<file path="src/rtl/branch_predictor.sv">
// Dynamic branch predictor: direct-mapped BTB with saturating counters,
// combinational fetch lookup, branch resolution/redirect and statistics.
module branch_predictor #(
  parameter int unsigned ENTRIES = 16,
  parameter int unsigned INDEX_W = $clog2(ENTRIES),
  parameter int unsigned CNT_W   = 2,
  parameter int unsigned STAT_W  = 16
) (
  input  logic              clk,
  input  logic              reset,
  input  logic [31:0]       if_pc,
  output logic              pred_taken,
  output logic [31:0]       pred_target,
  input  logic              upd_valid,
  input  logic [31:0]       upd_pc,
  input  logic              upd_taken,
  input  logic [31:0]       upd_target,
  input  logic              upd_pred_taken,
  input  logic [31:0]       upd_pred_target,
  input  logic              invalidate,
  output logic              mispredict,
  output logic [31:0]       redirect_pc,
  output logic [STAT_W-1:0] hit_count,
  output logic [STAT_W-1:0] miss_count
);

  localparam int unsigned TAG_W = 32 - INDEX_W - 2;
  localparam logic [CNT_W-1:0] CNT_MAX  = '1;
  localparam logic [CNT_W-1:0] CNT_WEAK = CNT_W'(1 << (CNT_W - 1));

  // Sequential PC; the supervisor bit never receives a carry
  function automatic logic [31:0] seq_pc(input logic [31:0] p);
    return {p[31], p[30:0] + 31'd4};
  endfunction

  logic             valid_q  [ENTRIES];
  logic [TAG_W-1:0] tag_q    [ENTRIES];
  logic [31:0]      target_q [ENTRIES];
  logic [CNT_W-1:0] cnt_q    [ENTRIES];

  logic [INDEX_W-1:0] if_idx;
  logic [TAG_W-1:0]   if_tag;
  logic               if_hit;
  logic [INDEX_W-1:0] upd_idx;
  logic [TAG_W-1:0]   upd_tag;
  logic               upd_hit;
  logic               unused_pc_bits;

  assign if_idx  = if_pc[INDEX_W+1:2];
  assign if_tag  = if_pc[31:INDEX_W+2];
  assign upd_idx = upd_pc[INDEX_W+1:2];
  assign upd_tag = upd_pc[31:INDEX_W+2];
  assign unused_pc_bits = ^{if_pc[1:0], upd_pc[1:0]};

  // Fetch lookup on pre-edge state, no bypass of a same-cycle update
  always_comb begin
    if_hit      = valid_q[if_idx] && (tag_q[if_idx] == if_tag);
    pred_taken  = if_hit && cnt_q[if_idx][CNT_W-1];
    pred_target = pred_taken ? target_q[if_idx] : seq_pc(if_pc);
  end

  // Branch resolution: flush request and correct next PC
  always_comb begin
    upd_hit     = valid_q[upd_idx] && (tag_q[upd_idx] == upd_tag);
    mispredict  = upd_valid &&
                  ((upd_taken != upd_pred_taken) ||
                   (upd_taken && (upd_pred_target != upd_target)));
    redirect_pc = upd_taken ? upd_target : seq_pc(upd_pc);
  end

  // BTB training; invalidate wins over a same-cycle write
  always_ff @(posedge clk or negedge reset) begin
    if (!reset) begin
      valid_q  <= '{default: 1'b0};
      tag_q    <= '{default: '0};
      target_q <= '{default: '0};
      cnt_q    <= '{default: '0};
    end else if (invalidate) begin
      valid_q <= '{default: 1'b0};
    end else if (upd_valid) begin
      if (upd_hit) begin
        if (upd_taken) begin
          target_q[upd_idx] <= upd_target;
          if (cnt_q[upd_idx] != CNT_MAX) begin
            cnt_q[upd_idx] <= cnt_q[upd_idx] + CNT_W'(1);
          end
        end else if (cnt_q[upd_idx] != '0) begin
          cnt_q[upd_idx] <= cnt_q[upd_idx] - CNT_W'(1);
        end
      end else if (upd_taken) begin
        valid_q[upd_idx]  <= 1'b1;
        tag_q[upd_idx]    <= upd_tag;
        target_q[upd_idx] <= upd_target;
        cnt_q[upd_idx]    <= CNT_WEAK;
      end
    end
  end

  // Saturating hit / mispredict statistics
  always_ff @(posedge clk or negedge reset) begin
    if (!reset) begin
      hit_count  <= '0;
      miss_count <= '0;
    end else begin
      if (upd_valid && upd_hit && (hit_count != '1)) begin
        hit_count <= hit_count + STAT_W'(1);
      end
      if (mispredict && (miss_count != '1)) begin
        miss_count <= miss_count + STAT_W'(1);
      end
    end
  end

endmodule
</file>
<file path="config.mk">
export PLATFORM = sky130hd
export DESIGN_NAME = branch_predictor
export DESIGN_NICKNAME = d
export VERILOG_FILES = /design/src/rtl/branch_predictor.sv
export SDC_FILE = /design/constraint.sdc
export NUM_CORES = 2
export LEC_CHECK = 0
export CAP_MARGIN = 20
export CORE_MARGIN = 2
export CORE_UTILIZATION = 41
export CTS_CLUSTER_DIAMETER = 200
export DETAILED_ROUTE_END_ITERATION = 10
export PLACE_DENSITY_LB_ADDON = 0.05
export SYNTH_ARGS = -nofsm -noshare
export SYNTH_HDL_FRONTEND = slang
export SYNTH_SLANG_ARGS = --single-unit
</file>
<file path="constraint.sdc">
create_clock -name clk -period 4.7 [get_ports clk]
set_input_delay 0.705 -clock clk [delete_from_list [all_inputs] [get_ports clk]]
set_output_delay 0.705 -clock clk [all_outputs]
set_load 0.03 [all_outputs]
</file>
==> results.json <==
{
  "outcome": "finished with violations",
  "violations": "setup timing",
  "postRouteAntennaNets": 0,
  "power_leakage_uw": 0.02937,
  "grt_max_degree": 100,
  "setup_violations": 1,
  "cp_num_buf_inv": 7,
  "cts_tree": "done",
  "antenna_found_initial": 7,
  "cts_root_buffer": "clkbuf_16",
  "fin_skew_ns": 0.04355,
  "startpoint": "if_pc[2]",
  "grt_overflow": 0,
  "syn2layout_area_growth_pct": 21.35,
  "cap_violations": 0,
  "first_global_vias": 36715,
  "cpPeakStageDelay_ns": 0.51,
  "first_pass_iters": 5,
  "worstPathArrival_ns": 4.02,
  "cpMaxStageDelayCell": "mux4_2",
  "synthFlopType": "dfrtp_1",
  "ir_worst_vdd_mv": 0.3034,
  "postCtsHoldBufs": 0,
  "ys_types": 74,
  "powerDensity_mw_per_mm2": 383.5,
  "worst_slack_ns": -0.02790,
  "cp_top_family": "multiplexers",
  "wirelength_um": 188300,
  "cts.path.max_buffers": 3,
  "synth_fp_nets": 4019,
  "drt-wirelength-per-cell_um": 31.45,
  "core_area_sq_mm": 0.1277,
  "cts_num_sinks": 1008,
  "tightest_slew_ns": 1.214,
  "max_slew_margin": 0.1835,
  "syn_area_sq_mm": 0.05277,
  "hold_class": "in2async",
  "clk_pin_slew_ns": 0.06,
  "chipHeight_um": 362.8,
  "cts_made_buffers": 117,
  "gp_congestion": 0.9009,
  "post-dp-hpwl_um": 125100,
  "synth_enable_flop_cells": 0,
  "drive_gt1_frac": 0.3987,
  "timing.rr.start": "tag_q[104]$_DFFE_PN0P_",
  "initial_core_util": 0.4133,
  "setup_tns_ns": -0.02790,
  "io_buffers": 231,
  "synth_warnings": 0,
  "rr_worst_depth": 12,
  "cp_max_fo": 16,
  "startpoint_type": "input pin",
  "io_pins": 232,
  "die_x_um": 362.8,
  "drc": 0,
  "finalCritPeriodShare": 1.006,
  "grt_util_all_layers": 0.2885,
  "end_kind": "primary output",
  "synth-seq-cells": 1008,
  "ys_seq_area_frac": 0.4780,
  "rsz0062_at_grt": "yes",
  "clk_latency_ns": 0.76,
  "via_per_inst": 6.009,
  "slew_violations": 0,
  "synthArstFlopShare": 1.000,
  "syn_inst": 3876,
  "nets": 4366,
  "num_vias": 35971,
  "first_iter_violations": 3432,
  "final_design_area_no_fill_sq_mm": 0.06404,
  "worstPathRequired_ns": 3.99,
  "synth_area_per_cell_sq_um": 13.62,
  "r2r_slack_ns": 0.35,
  "min_period_ns": 4.728,
  "crit_type": "in2out",
  "timing.rr.end": "cnt_q[28]$_DFFE_PN0P_",
  "num_rows": 131,
  "die_area_sq_mm": 0.1316,
  "finalHoldViolCount": 0,
  "crit_path_cell_trace": "buf_12 > buf_12 > buf_12 > mux4_2 > mux4_2 > xnor2_2 > buf_4 > nand4_1 > nor3_4 > nand4_1 > buf_6 > buf_12 > mux2_4 > buf_12",
  "crit_top_cell": "buf_12",
  "h-tree-depth": 3,
  "max_freq_mhz": 211.5,
  "placedInstanceArea_sq_mm": 0.05974,
  "grt_pass1_wl_um": 272900
}
==> repair_timing <==
item,CTS,global route
cloned,1,0
resized for setup,17,8
endpoints found under the setup margin,32,35
pin swaps,7,1
setup buffers,4,0
==> through the flow <==
step | worst slack [ns] | hold WS, ns | utilization | instances | total power (uW)
after detailed placement | -0.5266 | 0.4601 | 0.4679 | 5762 | 14960
final | -0.02790 | 0.05354 | 0.5016 | 5986 | 24560
after global placement | -0.5403 | 0.4534 | 0.4679 | 5762 | 14890
after CTS | 0.0002607 | 0.05852 | 0.5013 | 5984 | 24750
after floorplan | 0.003705 | 0.4094 | - | 3876 | 13090
after global routing | -0.08052 | 0.09295 | 0.5015 | 5985 | 25540
==> area by class of cell <==
type                            instances  area, sq um
Fill cell                           11034        63640
Multi-Input combinational cell       2482        25990
Sequential cell                      1008        25230
Timing Repair Buffer                  595         6538
Clock buffer                          171         3471
Tap cell                             1662         2079
Clock inverter                         47        660.6
Inverter                               19        71.32
Antenna cell                            2        5.005
==> worst reg2reg max path, stage by stage, from the launching register on <==
cell and delay, ns:
dfrtp_1 0.40, mux4_2 0.49, a22oi_1 0.25, a21oi_1 0.10, nor4_1 1.03, buf_4 0.26
nand4_1 0.10, a211o_2 0.50, nor4_1 0.48, buf_4 0.19, a21oi_1 0.06, buf_4 0.16
a22o_1 0.22
==> per-layer routing <==
| metal | wire (um) | part of all wire | global-route usage | vias up |
|---|---|---|---|---|
| met2 | 83310 | 0.44 | 0.4301 | 1257 |
| li1 | - | - | - | 15033 |
| met4 | 3804 | 0.020 | 0.06737 | 2 |
| met3 | 13370 | 0.071 | 0.05143 | 221 |
| met5 | 8 | 0.000042 | 0 | - |
| met1 | 87780 | 0.47 | 0.4371 | 19458 |
==> how the worst max path moves through the flow <==
| stage | endpoint | slack, ns | cells past startpoint |
|---|---|---|---|
| after floorplan | pred_target[2] | 0.004 | 9 |
| after global placement | cnt_q[30]$_DFFE_PN0P_ | -0.54 | 14 |
| after detailed placement | cnt_q[6]$_DFFE_PN0P_ | -0.53 | 14 |
| after CTS | pred_target[18] | 0.0003 | 11 |
| after global routing | pred_target[18] | -0.08 | 11 |
| final | pred_target[18] | -0.03 | 14 |
==> cell usage after synthesis (17+ instances only) <==
cell type / n / share of area
a21o_1: 28 / 0.0040
a21oi_1: 28 / 0.0027
a22oi_1: 23 / 0.0033
and3_1: 32 / 0.0038
buf_1: 41 / 0.0029
buf_2: 34 / 0.0032
buf_6: 31 / 0.0066
clkbuf_1: 252 / 0.018
dfrtp_1: 1008 / 0.48
inv_1: 17 / 0.0012
mux2_1: 208 / 0.044
mux2_2: 654 / 0.14
mux2i_1: 84 / 0.016
mux4_2: 388 / 0.17
nand2_1: 488 / 0.035
nand3_1: 44 / 0.0042
nand4_1: 49 / 0.0058
nor2_1: 51 / 0.0036
nor3_1: 18 / 0.0017
nor4_1: 22 / 0.0026
o21ai_0: 41 / 0.0039
xnor2_1: 94 / 0.016
xor2_1: 68 / 0.011
==> where the power goes <==
part	internal [uW]	switching, uW	total [uW]
Sequential	9800	764	10600
Clock	5780	3930	9710
Combinational	2280	2010	4300
Total	17900	6700	24600
==> cells by family after synthesis <==
group | count (synthesis) | synth area share
fa+ha+maj | 9 | 0.002134
xor+xnor | 162 | 0.02689
flops | 1008 | 0.4780
mux | 1334 | 0.3654
simple gates | 767 | 0.06603
buf+inv | 386 | 0.03374
compound gates | 210 | 0.02781
==> flip-flops by register name, indices dropped and copies added (netlist names) <==
register and flops:
target_q 512, tag_q 416, cnt_q 32, hit_count 16, miss_count 16, valid_q 16
==> placed cells by master, fill, tap and decap left out, drive strengths merged, types with 14 or more instances in the layout <==
| master | synthesis | final |
|---|---|---|
| a21o | 28 | 28 |
| a21oi | 28 | 28 |
| a22o | 14 | 14 |
| a22oi | 23 | 23 |
| and3 | 32 | 32 |
| buf | 115 | 432 |
| clkbuf | 252 | 171 |
| clkdlybuf4s50 | 0 | 163 |
| clkinv | 1 | 32 |
| dfrtp | 1008 | 1008 |
| inv | 18 | 20 |
| mux2 | 862 | 862 |
| mux2i | 84 | 84 |
| mux4 | 388 | 388 |
| nand2 | 488 | 488 |
| nand3 | 46 | 46 |
| nand4 | 49 | 49 |
| nor2 | 60 | 60 |
| nor2b | 14 | 14 |
| nor3 | 19 | 19 |
| nor4 | 23 | 23 |
| o21ai | 41 | 41 |
| xnor2 | 94 | 94 |
| xor2 | 68 | 68 |
Note: power is estimated with default switching activity, not from simulation.
